File: src/rtl/codec_sequencer.sv
// codec_sequencer
// Drives one encoder and one decoder through a start/done handshake for each
// K-bit word: encode, apply the channel error mask to the codeword, decode,
// then compare the decoded word with the original and report the result.
// A bounded wait on each done signal turns a stuck codec into a reported
// timeout rather than a hang. Saturating counters track delivered and failed words.

module codec_sequencer #(
   parameter int K       = 40,
   parameter int N       = 64,
   parameter int TIMEOUT = 255,
   parameter int CNT_W   = 16
) (
   input  logic             clk,
   input  logic             reset,
   input  logic             in_valid,
   output logic             in_ready,
   input  logic [K-1:0]     in_data,
   input  logic [N-1:0]     in_mask,
   output logic             enc_start,
   output logic [K-1:0]     enc_data,
   input  logic [N-1:0]     enc_code,
   input  logic             enc_done,
   output logic             dec_start,
   output logic [N-1:0]     dec_code,
   input  logic [K-1:0]     dec_data,
   input  logic             dec_done,
   output logic             out_valid,
   input  logic             out_ready,
   output logic [K-1:0]     out_data,
   output logic             out_match,
   output logic             out_timeout,
   output logic [CNT_W-1:0] word_cnt,
   output logic [CNT_W-1:0] fail_cnt
);

   localparam int TW = (TIMEOUT < 1) ? 1 : $clog2(TIMEOUT + 1);
   localparam logic [TW-1:0]    TIMER_LAST = TW'(TIMEOUT - 1);
   localparam logic [CNT_W-1:0] CNT_MAX    = {CNT_W{1'b1}};

   typedef enum logic [2:0] {
      IDLE,
      ENC_START,
      ENC_WAIT,
      DEC_START,
      DEC_WAIT,
      RESULT
   } state_t;

   state_t        state;
   state_t        state_next;
   logic [N-1:0]  mask_q;
   logic [TW-1:0] timer;

   logic accept;
   logic enc_capture;
   logic dec_capture;
   logic abort;
   logic timer_clear;
   logic timer_inc;
   logic result_take;

   // State register; reset wins over any state, including the wait states.
   always_ff @(posedge clk) begin
      if (!reset) begin
         state <= IDLE;
      end else begin
         state <= state_next;
      end
   end

   // Next-state decode plus the handshake outputs and datapath strobes for the current state.
   always_comb begin
      state_next  = state;
      in_ready    = 1'b0;
      enc_start   = 1'b0;
      dec_start   = 1'b0;
      out_valid   = 1'b0;
      accept      = 1'b0;
      enc_capture = 1'b0;
      dec_capture = 1'b0;
      abort       = 1'b0;
      timer_clear = 1'b0;
      timer_inc   = 1'b0;
      result_take = 1'b0;
      case (state)
         IDLE: begin
            in_ready = 1'b1;
            if (in_valid) begin
               accept     = 1'b1;
               state_next = ENC_START;
            end
         end
         ENC_START: begin
            enc_start   = 1'b1;
            timer_clear = 1'b1;
            state_next  = ENC_WAIT;
         end
         ENC_WAIT: begin
            if (enc_done) begin
               enc_capture = 1'b1;
               state_next  = DEC_START;
            end else begin
               timer_inc = 1'b1;
               if (timer == TIMER_LAST) begin
                  abort      = 1'b1;
                  state_next = RESULT;
               end
            end
         end
         DEC_START: begin
            dec_start   = 1'b1;
            timer_clear = 1'b1;
            state_next  = DEC_WAIT;
         end
         DEC_WAIT: begin
            if (dec_done) begin
               dec_capture = 1'b1;
               state_next  = RESULT;
            end else begin
               timer_inc = 1'b1;
               if (timer == TIMER_LAST) begin
                  abort      = 1'b1;
                  state_next = RESULT;
               end
            end
         end
         RESULT: begin
            out_valid = 1'b1;
            if (out_ready) begin
               result_take = 1'b1;
               state_next  = IDLE;
            end
         end
         default: begin
            state_next = IDLE;
         end
      endcase
   end

   // Word, mask, codeword and result capture; the timer counts cycles spent in a wait state.
   always_ff @(posedge clk) begin
      if (!reset) begin
         enc_data    <= '0;
         mask_q      <= '0;
         dec_code    <= '0;
         out_data    <= '0;
         out_match   <= 1'b0;
         out_timeout <= 1'b0;
         timer       <= '0;
      end else begin
         if (accept) begin
            enc_data    <= in_data;
            mask_q      <= in_mask;
            out_data    <= '0;
            out_match   <= 1'b0;
            out_timeout <= 1'b0;
         end
         if (timer_clear) begin
            timer <= '0;
         end else if (timer_inc) begin
            timer <= timer + TW'(1);
         end
         if (enc_capture) begin
            dec_code <= enc_code ^ mask_q;
         end
         if (dec_capture) begin
            out_data    <= dec_data;
            out_match   <= (dec_data == enc_data);
            out_timeout <= 1'b0;
         end
         if (abort) begin
            out_data    <= '0;
            out_match   <= 1'b0;
            out_timeout <= 1'b1;
         end
      end
   end

   // Saturating statistics, updated only on the edge where the result is handed off.
   always_ff @(posedge clk) begin
      if (!reset) begin
         word_cnt <= '0;
         fail_cnt <= '0;
      end else if (result_take) begin
         if (word_cnt != CNT_MAX) begin
            word_cnt <= word_cnt + CNT_W'(1);
         end
         if (!out_match && (fail_cnt != CNT_MAX)) begin
            fail_cnt <= fail_cnt + CNT_W'(1);
         end
      end
   end

endmodule

File: config.mk
export PLATFORM = sky130hd
export DESIGN_NAME = codec_sequencer
export DESIGN_NICKNAME = d
export VERILOG_FILES = /design/src/rtl/codec_sequencer.sv
export SDC_FILE = /design/constraint.sdc
export NUM_CORES = 1
export LEC_CHECK = 0
export ABC_CLOCK_PERIOD_IN_PS = 2210
export BUFFER_PORTS_ARGS = -buffer_cell sky130_fd_sc_hd__clkbuf_2
export CAP_MARGIN = 15
export CORE_AREA = 2 2 154 156
export DETAILED_ROUTE_END_ITERATION = 8
export DIE_AREA = 0 0 156 158
export GPL_TIMING_DRIVEN = 0
export PLACE_DENSITY_LB_ADDON = 0.25
export SLEW_MARGIN = 20
export SYNTH_ARGS = -nofsm -noshare
export SYNTH_HDL_FRONTEND = slang
export SYNTH_SLANG_ARGS = --single-unit
File: constraint.sdc
create_clock -name clk -period 2.21 [get_ports clk]
set_input_delay 0.442 -clock clk [delete_from_list [all_inputs] [get_ports clk]]
set_output_delay 0.442 -clock clk [all_outputs]
set_load 0.02 [all_outputs]
==> results of run 1 <==
## registers in the layout (all words and copies together) (netlist names)
signal / count
dec_code: 64
enc_data: 40
fail_cnt: 16
mask_q: 64
out_data: 40
out_match: 1
out_timeout: 1
state: 3
timer: 8
word_cnt: 16
## layer usage
metal	vias up	share of wire [%]
met5	-	0.035
met4	2	3.9
met3	89	7.9
met2	390	48
met1	4698	40
li1	5023	-
## metrics by stage
step	cell area (µm²)	hold slack, ps	cells	util, %
after floorplan	10500	449	1227	-
after global placement	12800	454	1912	55.7
after detailed placement	12800	459	1912	55.7
after CTS	13800	101	1962	59.9
after global routing	13900	118	1966	60.2
final	13900	116	1967	60.2
## worst reg2reg max path, delay by kind of cell (launching register included)
kind	cells	cell delay (ps)
and+or+nand+nor	3	760
buffers and inverters	2	490
DFF	1	370
AOI/OAI and AO/OA	2	330
## worst max path at each step
stage	slack [ps]	cells after the start	to	start
after floorplan	260	8	mask_q[10]	state[1]
after global placement	120	6	fail_cnt[15]	out_ready
after detailed placement	60	6	dec_code[34]	state[1]
after CTS	40	6	dec_code[37]	state[1]
after global routing	10	4	out_valid	state[2]
final	80	4	out_valid	state[2]
## cell type report
class	instances	area, µm²
multi-input cells	885	5090
clock inverters	8	140
inverters	8	30.0
clock buffers	42	835
plain buffers	81	352
repair buffers	398	2000
well taps	290	363
fillers	2119	9180
flip-flops and latches	253	5060
diodes	2	5.00
## repair_timing
action / in CTS / in global routing
gates resized for setup: 0 / 17
setup buffers: 0 / 3
setup endpoints to repair: 0 / 170
## cells by family (layout without fill, tap and decap cells)
family / Yosys count / count (layout)
flip-flops: 253 / 253
AND/OR/NAND/NOR: 505 / 505
AO/OA/AOI/OAI: 239 / 239
other: 0 / 2
XOR/XNOR: 135 / 135
adder cells (fa/ha/maj): 4 / 4
buffers and inverters: 89 / 537
multiplexers: 2 / 2
## placed cells by master (no fill, tap or decap), types with 2 or more instances in the layout
| cell type | n |
|---|---|
| sky130_fd_sc_hd__mux2i_1 | 2 |
| sky130_fd_sc_hd__buf_1 | 2 |
| sky130_fd_sc_hd__clkbuf_1 | 59 |
| sky130_fd_sc_hd__nand2_1 | 290 |
| sky130_fd_sc_hd__nand3b_1 | 3 |
| sky130_fd_sc_hd__xnor2_1 | 119 |
| sky130_fd_sc_hd__clkinv_2 | 4 |
| sky130_fd_sc_hd__xor2_1 | 16 |
| sky130_fd_sc_hd__nand4_1 | 23 |
| sky130_fd_sc_hd__a211oi_1 | 45 |
| sky130_fd_sc_hd__o21ai_0 | 10 |
| sky130_fd_sc_hd__nor4_2 | 2 |
| sky130_fd_sc_hd__dfxtp_1 | 253 |
| sky130_fd_sc_hd__inv_1 | 7 |
| sky130_fd_sc_hd__nor3_1 | 6 |
| sky130_fd_sc_hd__nand3_1 | 57 |
| sky130_fd_sc_hd__and2_1 | 29 |
| sky130_fd_sc_hd__and3_1 | 7 |
| sky130_fd_sc_hd__a21boi_0 | 46 |
| sky130_fd_sc_hd__clkbuf_2 | 401 |
| sky130_fd_sc_hd__clkbuf_16 | 29 |
| sky130_fd_sc_hd__nor4_1 | 10 |
| sky130_fd_sc_hd__nand2b_1 | 2 |
| sky130_fd_sc_hd__ha_1 | 4 |
| sky130_fd_sc_hd__a21oi_1 | 108 |
| sky130_fd_sc_hd__nor2_1 | 58 |
| sky130_fd_sc_hd__and4_1 | 3 |
| sky130_fd_sc_hd__or3_1 | 5 |
| sky130_fd_sc_hd__bufinv_16 | 4 |
| sky130_fd_sc_hd__buf_4 | 6 |
| sky130_fd_sc_hd__clkbuf_8 | 6 |
| sky130_fd_sc_hd__buf_2 | 17 |
| sky130_fd_sc_hd__diode_2 | 2 |
| sky130_fd_sc_hd__o211a_1 | 22 |
| sky130_fd_sc_hd__o2111ai_1 | 2 |
## power by group
part	internal [mW]	total (mW)	switching (mW)
logic	0.647	1.66	1.02
registers	4.81	4.99	0.178
clock network	3.05	4.89	1.84
total	8.51	11.5	3.03
==> metrics.yaml, run 1 <==
routed_via_density: 5.19
post_synth_xor_area_fraction_pct: 11.3
vias: 10200
yosysSeqAreaShare_pct: 48.2
postSynthCellCount: 1227
syn2layout_area_growth_pct: 32.1
synth_top_family_by_area: "simple AND/OR/NAND/NOR gates"
synth_seq_cells: 253
floorplan.die.width_um: 156
synth-edff-count: 0
crit-reg2reg-capture: "out_data[20]"
via_count_of_the_first_global_routing_pass: 9713
synth_flop_cell: "sky130_fd_sc_hd__dfxtp_1"
globalRouteMet3Util_pct: 7.01
timing.clock.skew_ps: 8.87
synth_area_per_cell_um2: 8.56
irDropWorstVdd_mv: 0.625
critPathKind: "flip-flop to output pin"
die_y_um: 158
global_route.usage.met2_pct: 46.6
netlist_area_um2: 10500
final_hold_viol_count: 0
cts_num_sinks: 253
totalWireLength_um: 33900
initial_antenna_violation_count: 3
grt-busiest-layer: "met2"
finalPower_mw: 11.5
post-synth-top-area-cell: "sky130_fd_sc_hd__dfxtp_1"
gp_congestion: 0.839
rsz_0062_raised_after_global_routing: "false"
grt_usage_pct: 26.3
clock_insertion_delay_worst_skew_ps: 540
crit_fanout: 10
synth_top_area_share_pct: 48.2
crit_path_top_delay_cell: "sky130_fd_sc_hd__dfxtp_1"
setup.reg_to_reg.worst_slack_ps: 140
synthTopCellsByArea: "sky130_fd_sc_hd__dfxtp_1, sky130_fd_sc_hd__nand2_1, sky130_fd_sc_hd__xnor2_1"
muxShareOfSynthArea_pct: 0.191
fp.dieArea_um2: 24600
synthArstFlopShare_pct: 0
io_pins: 396
setup-violations-final: 0
routedWlPerCell_um: 17.2
crit_path_max_incr_delay_ps: 410
share_of_cells_above_drive_strength_1_pct: 28.4
timing.critical_path.cells: "buf_6 -> nor2b_1 -> and2_1 -> clkbuf_2"
maxCapViolations: 0
timing.final.max_slew_violations: 0
cts_hold_repair.buffers: 0
core.rowCount: 56
regToRegStartpoint: "state[1]"
endpoint_class_of_the_critical_path: "output pin"
global_route.usage.met1_pct: 30.4
hold_path.startpoint: "in_mask[26]"
power_density_nw_per_um2: 832
starting_utilization_of_the_core_area_pct: 45.6
cts_tree: "yes"
ys_top_cells_by_count: "sky130_fd_sc_hd__nand2_1, sky130_fd_sc_hd__dfxtp_1, sky130_fd_sc_hd__xnor2_1, sky130_fd_sc_hd__a21oi_1"
worst-endpoint-required_ps: 1770
timing.critical_path.max_delay_family: "flip-flops"
global_route_wire_length_before_repair_um: 51000
yosys.area_share.simple_pct: 21.4
min_delay_path_depth: 3
cts.root.buffer_cell: "sky130_fd_sc_hd__clkbuf_16"
critPathLaunchType: "flip-flop"
tightest_slew_ps: 620
yosysWarningCount: 0
max-slew-margin-rel_pct: 58.6
largest_net_degree_at_the_start_of_global_routing: 14
worst_setup_hold_path_clk_slew_ps: 60
setup_slack_ps: 83.4
run_status: "completed"
synth-compound-area-share_pct: 14.9
drcViolationCount: 0
synth.distinct_cells: 45
initialDrtViolationCount: 461
final.min_clock_period_ps: 2130
min-delay-path-class: "primary input to flip-flop"
max-clock-path-buffers: 3
cellLeakagePower_nw: 6.03
layout.nets: 1873
dp.final_hpwl_um: 26200
worst_hold_path.endpoint: "mask_q[26]"
ant_nets: 0
finalSetupTns_ps: 0
maxClockFrequency_mhz: 470
cp_data_arrival_time_ps: 1680
dp_worst_setup_slack_ps: 57.3
grt_remaining_overflow: 0
fp.coreArea_um2: 23100
path_buf_inv: 2
r2r.worst_path.cells: 7
cts_made_buffers: 28
synth_most_common_cell: "sky130_fd_sc_hd__nand2_1"
mappedNetlistNets: 1445
final.period_utilization_pct: 96.2
post_synth_fa_ha_maj_area_fraction_pct: 0.476
portBuffers: 395
first_pass_iters: 5
clock_tree.htree_level_count: 1
(Power assumes the default switching activity.)
==> run 2, diff against run 1 <==
--- a/config.mk
+++ b/config.mk
@@ -13,6 +13,7 @@
 export DIE_AREA = 0 0 156 158
 export GPL_TIMING_DRIVEN = 0
 export PLACE_DENSITY_LB_ADDON = 0.25
+export SETUP_SLACK_MARGIN = 0.15
 export SLEW_MARGIN = 20
 export SYNTH_ARGS = -nofsm -noshare
 export SYNTH_HDL_FRONTEND = slang
==> run 2 against run 1 <==
Compared with the run above:
- fmax up 5.6%
- clock skew fell by 0.76 ps
- die area is the same
- wire length increased by 0.19%
- flip-flop and latch count unchanged
- sequential power barely moved
- critical endpoint unchanged
- combinational power about the same
- cell count shrank 0.10%
- highest routed layer unchanged
- design area grew 0.23%
- via count fell by 0.24%
==> metrics.yaml, run 2 (synthesis results as in run 1) <==
initialDrtViolationCount: 479
clock_tree.htree_level_count: 1
grt_remaining_overflow: 0
largest_net_degree_at_the_start_of_global_routing: 14
cts_made_buffers: 28
initial_antenna_violation_count: 3
routedWlPerCell_um: 17.3
cts_num_sinks: 253
rsz_0062_raised_after_global_routing: "true"
layout.cells.most_common_list: "sky130_fd_sc_hd__clkbuf_2, sky130_fd_sc_hd__nand2_1, sky130_fd_sc_hd__dfxtp_1"
finalSetupTns_ps: 0
finalInstanceArea_um2: 13900
vias: 10200
fp.coreArea_um2: 23100
drcViolationCount: 0
setup.worst_path.end: "out_valid"
gp_congestion: 0.839
final.min_clock_period_ps: 2010
power_density_nw_per_um2: 830
power.share.combinational_pct: 14.5
final_hold_viol_count: 0
cts_tree: "yes"
totalWireLength_um: 33900
cts.root.buffer_cell: "sky130_fd_sc_hd__clkbuf_16"
min-delay-path-class: "primary input to flip-flop"
clock_insertion_delay_worst_skew_ps: 540
irDropWorstVdd_mv: 0.626
critPathKind: "flip-flop to output pin"
grt_usage_pct: 26.3
die_y_um: 158
starting_utilization_of_the_core_area_pct: 45.6
critPathLaunchType: "flip-flop"
layout.nets: 1871
share_of_cells_above_drive_strength_1_pct: 29.2
via_count_of_the_first_global_routing_pass: 9728
biggestRegsByFlops: "dec_code (64), mask_q (64)"
portBuffers: 395
maxClockFrequency_mhz: 497
run_status: "completed"
timing.final.max_slew_violations: 0
fillers: 2118
cellLeakagePower_nw: 6.08
tightest_slew_ps: 610
ant_nets: 0
worst_setup_hold_path_clk_slew_ps: 60
global_route_wire_length_before_repair_um: 51000
dp.final_hpwl_um: 26200
endpoint_class_of_the_critical_path: "output pin"
critical_path.startpoint: "state[2]"
first_pass_iters: 5
p_clk_share_pct: 42.3
net-switching-power_mw: 3.03
setup.reg_to_reg.worst_slack_ps: 240
worst-endpoint-required_ps: 1770
routed_via_density: 5.18
crit_fanout: 10
io_pins: 396
pwr-share-seq_pct: 43.2
cts_hold_repair.buffers: 0
share_of_total_power_consumed_by_net_switching_pct: 26.2
floorplan.die.width_um: 156
max-clock-path-buffers: 3
setup-violations-final: 0
max-slew-margin-rel_pct: 59.3
maxCapViolations: 0
finalHoldWorstSlack_ps: 117
regToRegStartpoint: "state[1]"
cp_data_arrival_time_ps: 1570
internal_power_mw: 8.52
crit-reg2reg-capture: "out_data[20]"
layout_commonest_cell: "sky130_fd_sc_hd__clkbuf_2"
fp.dieArea_um2: 24600
placedInstanceArea_um2: 12800
syn2layout_area_growth_pct: 32.4
r2r.worst_path.cells: 7
final.period_utilization_pct: 91.1
timing.clock.skew_ps: 8.10
core.rowCount: 56
## run 2: cell count changes in the layout (fill, tap and decap cells not counted), sizes merged
cell / change
clkbuf: +2
buf: -4
## run 2: per-layer routing
metal  track usage, %  share of wire, %  wire length (µm)  up-vias
met3             7.01               8.2              2790       83
met2             46.7                48             16300      404
met5                0             0.035                12        -
li1                 -                 -                 -     5008
met1             30.4                40             13500     4681
met4             9.87               3.8              1300        2
## run 2: power groups by stage
stage          sequential [mW]  clock (mW)  combinational, mW
6_report                  4.99        4.88               1.67
5_1_grt                   5.02        5.17               1.84
4_1_cts                   4.99        4.97               1.67
3_5_place_dp              5.09           0               1.65
3_3_place_gp              5.08           0               1.64
2_1_floorplan             5.23           0              0.814
## run 2: cell type report
class                   count  area, µm²  area share [%]
well taps                 290        363            2.61
clock inverters             8        140            1.01
diodes                      2       5.00          0.0360
flip-flops and latches    253       5070            36.4
plain buffers              81        378            2.72
inverters                   8       30.0           0.216
multi-input cells         885       5100            36.7
clock buffers              42        835            6.00
repair buffers            396       1990            14.3
## run 2: timing repair
item,CTS,global route
setup buffers,1,0
pin swaps,1,1
resized for setup,10,36
endpoints found under the setup margin,165,156
gates cloned,0,0
## run 2: worst min-delay path by stage
| stage | start | depth (start not counted) | end | slack, ps |
|---|---|---|---|---|
| 2_1_floorplan | mask_q[0] | 2 | mask_q[0] | 450 |
| 3_3_place_gp | out_data[3] | 2 | out_data[3] | 450 |
| 3_5_place_dp | mask_q[3] | 2 | mask_q[3] | 460 |
| 4_1_cts | in_mask[26] | 3 | mask_q[26] | 100 |
| 5_1_grt | in_mask[21] | 3 | mask_q[21] | 120 |
| 6_report | in_mask[51] | 3 | mask_q[51] | 120 |
## run 2: worst max-delay path, stage by stage (launching register included)
cell and delay, ps:
sky130_fd_sc_hd__dfxtp_2 370, sky130_fd_sc_hd__buf_6 140, sky130_fd_sc_hd__nor2b_2 170, sky130_fd_sc_hd__and2_1 170, sky130_fd_sc_hd__clkbuf_4 190
## run 2: through the flow
step,setup WS (ps),util [%],power [mW],instances
final,196,60.3,11.5,1965
after global routing,147,60.3,12.0,1964
after CTS,77.6,60.1,11.6,1963
after detailed placement,57.3,55.7,6.74,1912
after global placement,119,55.7,6.71,1912
after floorplan,258,-,6.04,1227
